$ cat src/rtl/gb80_fetch.sv
// GB80 instruction fetch stage: owns the PC, reads opcode/operand bytes, presents decoded-length bundles.
// Optional build macro PREFETCH_EN adds a one-byte opcode prefetch buffer that fills while a bundle waits.
module gb80_fetch #(
    parameter logic [15:0] RESET_PC = 16'h0000
) (
    input  logic        clk,
    input  logic        rst_n,
    output logic        mem_rd_o,
    output logic [15:0] mem_addr_o,
    input  logic        mem_ack_i,
    input  logic [7:0]  mem_rdata_i,
    output logic        ins_valid_o,
    input  logic        ins_ready_i,
    output logic [7:0]  ins_opcode_o,
    output logic        ins_cb_o,
    output logic [15:0] ins_imm_o,
    output logic [1:0]  ins_len_o,
    output logic [15:0] ins_pc_o,
    input  logic        flush_i,
    input  logic [15:0] flush_pc_i
);
    typedef enum logic [1:0] {FETCH_OP, FETCH_B1, FETCH_B2, PRESENT} state_t;

    state_t      state, state_d;
    logic [15:0] pc, pc_d;
    logic        idle, idle_d;
    logic        ins_valid_d, ins_cb_d;
    logic [7:0]  ins_opcode_d;
    logic [15:0] ins_imm_d, ins_pc_d;
    logic [1:0]  ins_len_d;
    logic        ack, xfer, take_op;
    logic [7:0]  op_byte;
    logic [15:0] op_pc;
`ifdef PREFETCH_EN
    logic        pf_valid, pf_valid_d;
    logic [7:0]  pf_data, pf_data_d;
`endif

    function automatic logic [1:0] op_len(input logic [7:0] op);
        case (op)
            8'h01, 8'h11, 8'h21, 8'h31, 8'h08, 8'hC2, 8'hC3, 8'hCA, 8'hD2,
            8'hDA, 8'hC4, 8'hCC, 8'hCD, 8'hD4, 8'hDC, 8'hEA, 8'hFA:
                op_len = 2'd3;
            8'h06, 8'h0E, 8'h16, 8'h1E, 8'h26, 8'h2E, 8'h36, 8'h3E, 8'h10,
            8'h18, 8'h20, 8'h28, 8'h30, 8'h38, 8'hC6, 8'hCE, 8'hD6, 8'hDE,
            8'hE6, 8'hEE, 8'hF6, 8'hFE, 8'hE0, 8'hF0, 8'hE8, 8'hF8, 8'hCB:
                op_len = 2'd2;
            default:
                op_len = 2'd1;
        endcase
    endfunction

    // idle marks the dead cycle that follows reset and every flush.
    always_comb begin
        // NOTE: assign a default before any branch so no path leaves the signal unassigned (latch).
        mem_rd_o = 1'b0;
        if (!idle) begin
            if (state != PRESENT) mem_rd_o = 1'b1;
`ifdef PREFETCH_EN
            else mem_rd_o = !pf_valid;
`endif
        end
    end

    assign mem_addr_o = mem_rd_o ? pc : 16'h0000;
    assign ack        = mem_ack_i && mem_rd_o && !flush_i;
    assign xfer       = ins_valid_o && ins_ready_i && !flush_i;

    always_comb begin
        state_d      = state;
        pc_d         = pc;
        idle_d       = 1'b0;
        ins_opcode_d = ins_opcode_o;
        ins_cb_d     = ins_cb_o;
        ins_imm_d    = ins_imm_o;
        ins_len_d    = ins_len_o;
        ins_pc_d     = ins_pc_o;
        take_op      = 1'b0;
        op_byte      = mem_rdata_i;
        op_pc        = pc;
`ifdef PREFETCH_EN
        pf_valid_d   = pf_valid;
        pf_data_d    = pf_data;
`endif
        if (ack) pc_d = pc + 16'd1;

        case (state)
            FETCH_OP: take_op = ack;
            FETCH_B1: begin
                if (ack) begin
                    if (ins_opcode_o == 8'hCB) begin
                        ins_opcode_d = mem_rdata_i;
                        ins_cb_d     = 1'b1;
                        state_d      = PRESENT;
                    end else begin
                        ins_imm_d[7:0] = mem_rdata_i;
                        state_d        = (ins_len_o == 2'd2) ? PRESENT : FETCH_B2;
                    end
                end
            end
            FETCH_B2: begin
                if (ack) begin
                    ins_imm_d[15:8] = mem_rdata_i;
                    state_d         = PRESENT;
                end
            end
            PRESENT: begin
                if (xfer) begin
                    state_d = FETCH_OP;
`ifdef PREFETCH_EN
                    // A buffered byte, or one arriving right now, is the next opcode.
                    if (pf_valid) begin
                        take_op    = 1'b1;
                        op_byte    = pf_data;
                        op_pc      = pc - 16'd1;
                        pf_valid_d = 1'b0;
                    end else begin
                        take_op = ack;
                    end
                end else if (ack) begin
                    pf_valid_d = 1'b1;
                    pf_data_d  = mem_rdata_i;
`endif
                end
            end
            default: state_d = FETCH_OP;
        endcase

        if (take_op) begin
            ins_pc_d     = op_pc;
            ins_opcode_d = op_byte;
            ins_cb_d     = 1'b0;
            ins_imm_d    = 16'h0000;
            ins_len_d    = op_len(op_byte);
            state_d      = (op_len(op_byte) == 2'd1) ? PRESENT : FETCH_B1;
        end

        // Valid stays low for one cycle after every transfer, even if the next bundle is ready.
        ins_valid_d = (state_d == PRESENT) && !xfer;

        if (flush_i) begin
            state_d     = FETCH_OP;
            pc_d        = flush_pc_i;
            idle_d      = 1'b1;
            ins_valid_d = 1'b0;
`ifdef PREFETCH_EN
            pf_valid_d  = 1'b0;
`endif
        end
    end

    always_ff @(posedge clk or negedge rst_n) begin
        if (!rst_n) begin
            state        <= FETCH_OP;
            pc           <= RESET_PC;
            idle         <= 1'b1;
            ins_valid_o  <= 1'b0;
            ins_opcode_o <= 8'h00;
            ins_cb_o     <= 1'b0;
            ins_imm_o    <= 16'h0000;
            ins_len_o    <= 2'd0;
            ins_pc_o     <= 16'h0000;
`ifdef PREFETCH_EN
            pf_valid     <= 1'b0;
            pf_data      <= 8'h00;
`endif
        end else begin
            // NOTE: non-blocking assignments so every register samples the pre-edge values.
            state        <= state_d;
            pc           <= pc_d;
            idle         <= idle_d;
            ins_valid_o  <= ins_valid_d;
            ins_opcode_o <= ins_opcode_d;
            ins_cb_o     <= ins_cb_d;
            ins_imm_o    <= ins_imm_d;
            ins_len_o    <= ins_len_d;
            ins_pc_o     <= ins_pc_d;
`ifdef PREFETCH_EN
            pf_valid     <= pf_valid_d;
            pf_data      <= pf_data_d;
`endif
        end
    end
endmodule

$ cat config.mk
export PLATFORM = sky130hd
export DESIGN_NAME = gb80_fetch
export DESIGN_NICKNAME = d
export VERILOG_FILES = /design/src/rtl/gb80_fetch.sv
export SDC_FILE = /design/constraint.sdc
export NUM_CORES = 1
export LEC_CHECK = 0
export BUFFER_PORTS_ARGS = -buffer_cell sky130_fd_sc_hd__buf_2
export CORE_MARGIN = 8
export CORE_UTILIZATION = 52
export CTS_CLUSTER_SIZE = 8
export DETAILED_ROUTE_END_ITERATION = 8
export PLACE_DENSITY = 0.8
export SYNTH_ARGS = -nofsm -noshare
export SYNTH_HDL_FRONTEND = slang
export SYNTH_SLANG_ARGS = --single-unit
$ cat constraint.sdc
create_clock -name clk -period 2.36 [get_ports clk]
set_input_delay 0.354 -clock clk [delete_from_list [all_inputs] [get_ports clk]]
set_output_delay 0.354 -clock clk [all_outputs]
set_load 0.1 [all_outputs]
# Yosys cells after proc, flatten, opt, wreduce, memory -nomap -nowiden
# Cells that the tools add are included.
# totals
ff_bits	63
input_bits	29
out_inout_bits	61
# classes
add_sub_neg	1
eq_ne	53
n_mux	33
reduce_logical	18
# op_table
op	n
8-bit == test, second input constant	26
8-bit by 6-bit == test with 1-bit output, second input constant	10
8-bit two-way mux	9
16-bit two-way mux	4
8-bit by 5-bit == test with 1-bit output, second input constant	5
27-bit OR reduction	1
17-bit OR reduction	1
16-bit by 1-bit adder with 16-bit output, second input constant	1
8-bit by 4-bit == test with 1-bit output, second input constant	2
2-bit two-way mux	7
1-bit two-way mux	11
2-bit nonzero test	5
2-bit == test, second input constant	4
8-bit by 1-bit == test with 1-bit output, second input constant	1
8-bit by 3-bit == test with 1-bit output, second input constant	1
2-bit case mux with 3 select lines	1
3-bit AND reduction	2
1-bit logical AND	5
2-bit by 1-bit == test with 1-bit output, second input constant	2
2-bit inequality test, second input constant	2
2-bit case mux with 2 select lines	1
1-bit logical NOT	2
2-bit logical NOT	1
2-bit AND reduction	1

# Depth between registers and ports, before layout
# Gate-level depths: netlist of run 1.
# logic_depth
word_depth	13
mapped_depth	8

# Worst setup path after synthesis of run 1
# OpenSTA, ideal clock, no wires.
# synth_path
path_type	register to output
start	register state[1]
end	output mem_addr_o[10]
t_arrival_ns	2.667
required_ns	2.006
path_slack_ns	-0.661
path_stages_with_launch	5
cell_sequence	dfrtp_1 > clkbuf_1 > a21oi_1 > clkbuf_1 > and2_1
# synth_between
elab_chain_cells	4
# synth_rtl
item	line	text
from (decl)	24	state_t state, state_d;
from (signal assigned)	169	state <= state_d;
2-bit inequality test	58	if (state != PRESENT) mem_rd_o = 1'b1;
1-bit two-way mux	58	
1-bit two-way mux	57	if (!idle) begin
via mem_rd_o	8	output logic mem_rd_o,
16-bit two-way mux	65	assign mem_addr_o = mem_rd_o ? pc : 16'h0000;
to (decl)	9	output logic [15:0] mem_addr_o,
# The timed path passes the listed nets, and every way through them passes these cells.

# Worst setup path after layout of run 1
# layout_path
start	register state[1]
end	output mem_addr_o[7]
# layout_between
elab_chain_cells	4
# layout_rtl
item	line
2-bit inequality test	58
1-bit two-way mux	58
1-bit two-way mux	57
16-bit two-way mux	65
# No other way between the ends.

==> impl_metrics.yaml, run 1 <==
floorplanning:
  dieArea_um2: 8652
  io_pins: 90
  start_util_pct: 53.03
  die_h_um: 93.02
  row_count: 28
  die_w_um: 93.02
  core-area_um2: 5816
setup_path:
  crit_chain: "a21oi_1, buf_4, and2_2, buf_12"
  start_kind: "register"
  worst-path-stages: 4
  cp-end-kind: "output port"
  startpoint: "state[1]"
  critical_path.top_delay_family: "flip-flops"
  path_max_fanout: 18
  endpoint: "mem_addr_o[7]"
  r2r_end: "ins_valid_o"
  critPathArrivalTime_ns: 1.81
  crit_path_max_incr_delay_ns: 0.71
  reg2reg_slack_ns: 0.31
  slowest_stage: "dfrtp_1"
  worstSetupPathType: "reg -> out"
  required_ns: 2.01
  crit_buf_inv: 2
  reg2reg_from: "state[0]"
  rr_worst_depth: 5
power:
  p_int_mw: 2.240
  finalPower_mw: 4.306
  p_leak_nw: 1.986
  ir_drop_mv: 0.5332
  p_comb_share_pct: 43.3
  switching_power_mw: 2.066
  p_per_area_nw_per_um2: 1058
  sw_frac_of_total_pct: 47.98
  power_frac_seq_pct: 32.3
  p_clk_share_pct: 24.4
route:
  ant_nets: 0
  via_per_inst: 5.335
  drt_iter0_drc: 138
  drt-total-wl_um: 8108
  first_pass_iters: 4
  drcViolationCount: 0
  wire_per_inst_um: 16.06
  dr_total_vias: 2694
clocking:
  path_clk_slew_ns: 0.07
  hold_buffers: 0
  cts_buffer_depth: 2
  post_cts_buffers: 0
  clk_latency_ns: 0.34
  cts-resized-gates: 0
  ctsHtreeMaxLevel: 3
  cts_buffers: 9
  clock-sinks: 63
  tritoncts: "done"
  cts-root-buf: "clkbuf_8"
synth:
  avgSynthCellArea_um2: 9.045
  async_reset_ff_share_pct: 100.0
  synth-edff-count: 0
  syn_inst: 341
  ys_seq_area_share_pct: 51.16
  ys.warnings.count: 0
  synth-main-ff-cell: "dfrtp_1"
  synth_cell_types: 45
  synth_seq_cells: 63
  synth.net_count: 371
  synth_area_um2: 3084
sta:
  timing.setup.tns_ns: 0
  fmax_mhz: 463.0
  hold_violations: 0
  drv_slew: 0
  period_needed_ns: 2.160
  rsz0062_at_grt: "no"
  fin_skew_ns: 0.007001
  period_share_pct: 91.51
  relSlewSlack_pct: 51.20
  worst_pin_slew_ns: 0.7320
  setup_viol: 0
hold_path:
  hold_path_class: "in -> async"
cells_and_area:
  layout_commonest_cell: "nand2_1"
  syn_to_final_growth_pct: 32.01
  antenna_cells: 0
  final_cell_mix: "nand2_1 (106), buf_2 (72), dfrtp_1 (62)"
  nNetsFinal: 455
  fin_area_um2: 4071
  drive_above_1_share_pct: 30.70
  nFillCells: 463
job:
  drv_cap: 0
place:
  dpl_cell_area_um2: 3847
  detailed_place_hpwl_um: 5845
  gp_congestion: 0.8689
  portBuffers: 89
global_route:
  grt_pass1_wl_um: 13680
  antenna_found_initial: 0
  gr-total-overflow: 0
  grt_usage_pct: 19.91
  first_global_vias: 2771
  grt_max_degree: 38
status:
  run_status: "complete, no violations"
-- final cells by class --
class                           instances  area [um^2]  area share, %
Multi-Input combinational cell        252         1395          34.27
Sequential cell                        63         1578          38.75
Clock buffer                           13        158.9          3.903
Timing Repair Buffer                   97        773.2          18.99
Tap cell                               75        93.84          2.305
Inverter                                2        7.507         0.1844
Clock inverter                          3        65.06          1.598
-- power by group through the flow --
stage                     Combinational (mW)  Clock (mW)  Sequential [mW]
after global routing                    1.94        1.12             1.42
after detailed placement                1.87           0             1.40
after global placement                  1.86           0             1.39
final                                   1.86        1.05             1.39
after floorplan                        0.418           0             2.46
after CTS                               1.88        1.07             1.39
-- worst min-delay path by stage --
stage	from	to	slack (ns)	cells past startpoint
finish	rst_n	ins_opcode_o[3]	0.07	1
global route	rst_n	ins_opcode_o[3]	0.11	1
CTS	rst_n	op_pc[5]	0.09	1
detailed placement	rst_n	ins_opcode_o[3]	0.45	1
global placement	rst_n	ins_opcode_o[2]	0.44	1
floorplan	rst_n	ins_cb_o	0.06	0
-- layer usage --
layer  up-vias  routed length, um  global-route usage (%)
li1       1316                  -                       -
met1      1263               3212                   24.87
met2       102               4065                   31.07
met3        13                636                   4.647
met4         0                195                   11.41
met5         -                  0                       0
-- cell usage after synthesis, drive strengths merged (3+ instances only) --
master / instances / area (um^2)
dfrtp: 62 / 1551
o21ai: 34 / 170.2
buf: 6 / 47.54
nand4: 8 / 50.05
and3: 3 / 18.77
xor2: 15 / 131.4
nor3: 4 / 20.02
a21oi: 5 / 25.02
nand2b: 4 / 25.02
clkbuf: 18 / 67.56
mux2: 8 / 90.09
nand3: 7 / 35.03
and4: 3 / 26.28
and2: 16 / 100.1
nor2: 10 / 37.54
nand2: 106 / 397.9
-- registers in the layout (all words and copies together), names as in the netlist --
| name | count |
|---|---|
| ins_opcode_o | 8 |
| idle | 1 |
| ins_len_o | 2 |
| state | 2 |
| ins_valid_o | 1 |
| ins_imm_o | 16 |
| ins_pc_o | 16 |
| op_pc | 16 |
| ins_cb_o | 1 |
-- logic make-up after synthesis --
family                     synth area share (%)
muxes                                     3.246
DFF                                       51.16
and+or+nand+nor                           26.86
buffers and inverters                     3.975
adders and majority gates                0.4056
AOI/OAI and AO/OA                         9.533
xor gates and xnor gates                  4.828
-- stage by stage --
stage          hold slack, ns  setup WS, ns  cells  util [%]
4_1_cts               0.09009        0.1950    505     70.01
6_report              0.06780        0.2004    505     70.01
3_5_place_dp           0.4513        0.2206    489     66.16
5_1_grt                0.1087       0.09714    505     70.01
2_1_floorplan         0.05841       0.07624    341         -
3_3_place_gp           0.4395        0.3043    489     66.16
-- worst reg2reg max path: stages, from the launching register on --
cell	delay, ns
dfrtp_1	0.38
or4b_4	0.66
or2_1	0.31
nor4_2	0.26
a31oi_1	0.11
and4_1	0.24
Note: power is estimated with default switching activity, not from simulation.
==> inputs of run 2 (changes only) <==
- BUFFER_PORTS_ARGS: -buffer_cell sky130_fd_sc_hd__buf_2 -> -buffer_cell sky130_fd_sc_hd__buf_4
==> impl_metrics.yaml, run 2 (synthesis gave the netlist of run 1 again) <==
cells_and_area:
  layout_commonest_cell: "nand2_1"
  antenna_cells: 0
  syn_to_final_growth_pct: 29.70
  nNetsFinal: 455
  drive_above_1_share_pct: 31.16
  final_cell_mix: "nand2_1 (106), buf_4 (97), dfrtp_1 (62)"
power:
  finalPower_mw: 4.216
  p_leak_nw: 1.950
  ir_drop_mv: 0.6211
  p_per_area_nw_per_um2: 1054
sta:
  period_share_pct: 86.77
  hold_violations: 0
  fmax_mhz: 488.3
  fin_skew_ns: 0.01164
  timing.setup.tns_ns: 0
  drv_slew: 0
  period_needed_ns: 2.048
  finalWorstSetupSlack_ns: 0.3122
  hold_ws_ns: 0.08786
  setup_viol: 0
  rsz0062_at_grt: "no"
  worst_pin_slew_ns: 0.8112
  relSlewSlack_pct: 45.92
clocking:
  clk_latency_ns: 0.33
  cts_buffer_depth: 2
  cts-resized-gates: 0
  hold_buffers: 0
  clock-sinks: 63
  cts-root-buf: "clkbuf_8"
  ctsHtreeMaxLevel: 3
  cts_buffers: 9
  path_clk_slew_ns: 0.07
  tritoncts: "done"
  post_cts_buffers: 0
global_route:
  grt_usage_pct: 18.72
  grt_max_degree: 64
  first_global_vias: 2675
  gr-total-overflow: 0
  grt_pass1_wl_um: 13000
  antenna_found_initial: 0
place:
  portBuffers: 89
  detailed_place_hpwl_um: 5656
  gp_congestion: 0.8679
  pre_cts_ws_ns: 0.2460
route:
  via_per_inst: 5.242
  drcViolationCount: 0
  dr_total_vias: 2647
  wire_per_inst_um: 15.30
  drt-total-wl_um: 7728
  first_pass_iters: 4
  drt_iter0_drc: 111
  ant_nets: 0
setup_path:
  critPathArrivalTime_ns: 2.27
  worstSetupPathType: "reg -> reg"
  required_ns: 2.58
  start_kind: "register"
  path_max_fanout: 18
  cp-end-kind: "register"
status:
  run_status: "complete, no violations"
floorplanning:
  dieArea_um2: 8652
  die_h_um: 93.02
  start_util_pct: 53.03
  io_pins: 90
  row_count: 28
  die_w_um: 93.02
  core-area_um2: 5816
hold_path:
  hold_path_class: "in -> async"
job:
  drv_cap: 0
==> run 2: cell count changes in the layout (fill, tap and decap cells not counted) <==
cell and delta:
clkinv_2 +2, buf_2 -72, buf_12 -18, clkbuf_8 -1
clkinvlp_4 +2, buf_4 +90, bufinv_16 -1, clkbuf_1 -2
==> run 2: area by class of cell <==
| type | instances | area [um^2] |
|---|---|---|
| Multi-Input combinational cell | 252 | 1395 |
| Timing Repair Buffer | 97 | 728.2 |
| Clock inverter | 6 | 60.06 |
| Tap cell | 75 | 93.84 |
| Fill cell | 499 | 1815 |
| Clock buffer | 10 | 137.6 |
| Inverter | 2 | 7.507 |
| Sequential cell | 63 | 1578 |
==> run 2: layer usage <==
| metal | GRT usage, % | vias up | routed length [um] |
|---|---|---|---|
| li1 | - | 1321 | - |
| met1 | 23.93 | 1251 | 3446 |
| met2 | 29.94 | 64 | 3770 |
| met3 | 4.167 | 11 | 400 |
| met4 | 7.919 | 0 | 111 |
| met5 | 0 | - | 0 |
==> run 2: final timing paths <==
| check | startpoint | endpoint | slack (ns) | cells after the start |
|---|---|---|---|---|
| max | state[0] | ins_valid_o | 0.31 | 5 |
| min | rst_n | ins_opcode_o[0] | 0.09 | 1 |
| max reg2reg | state[0] | ins_valid_o | 0.31 | 5 |
| min reg2reg | ins_pc_o[10] | ins_pc_o[10] | 0.48 | 2 |
| max in group asynchronous | rst_n | ins_imm_o[5] | 1.73 | 1 |
| min in group clk | flush_pc_i[5] | op_pc[5] | 0.22 | 3 |
==> run 2: per-stage QoR <==
stage               instance area [um^2]  cells  util (%)
floorplan                           3097    341         -
global placement                    3802    489     65.38
detailed placement                  3802    489     65.38
CTS                                 4000    505     68.78
global route                        4000    505     68.78
finish                              4000    505     68.78
==> run 2: worst max-delay path: stages, from the launching register on <==
cell	delay [ns]
dfrtp_1	0.38
or4b_4	0.66
or2_1	0.30
nor4_2	0.26
a31oi_1	0.11
and4_1	0.23
==> run 2: report_power, final <==
| group | internal (mW) | leakage (nW) | switching (mW) |
|---|---|---|---|
| logic | 0.377 | 1.06 | 1.51 |
| registers | 1.26 | 0.792 | 0.137 |
| clock network | 0.511 | 0.0981 | 0.421 |
| total | 2.14 | 1.95 | 2.07 |
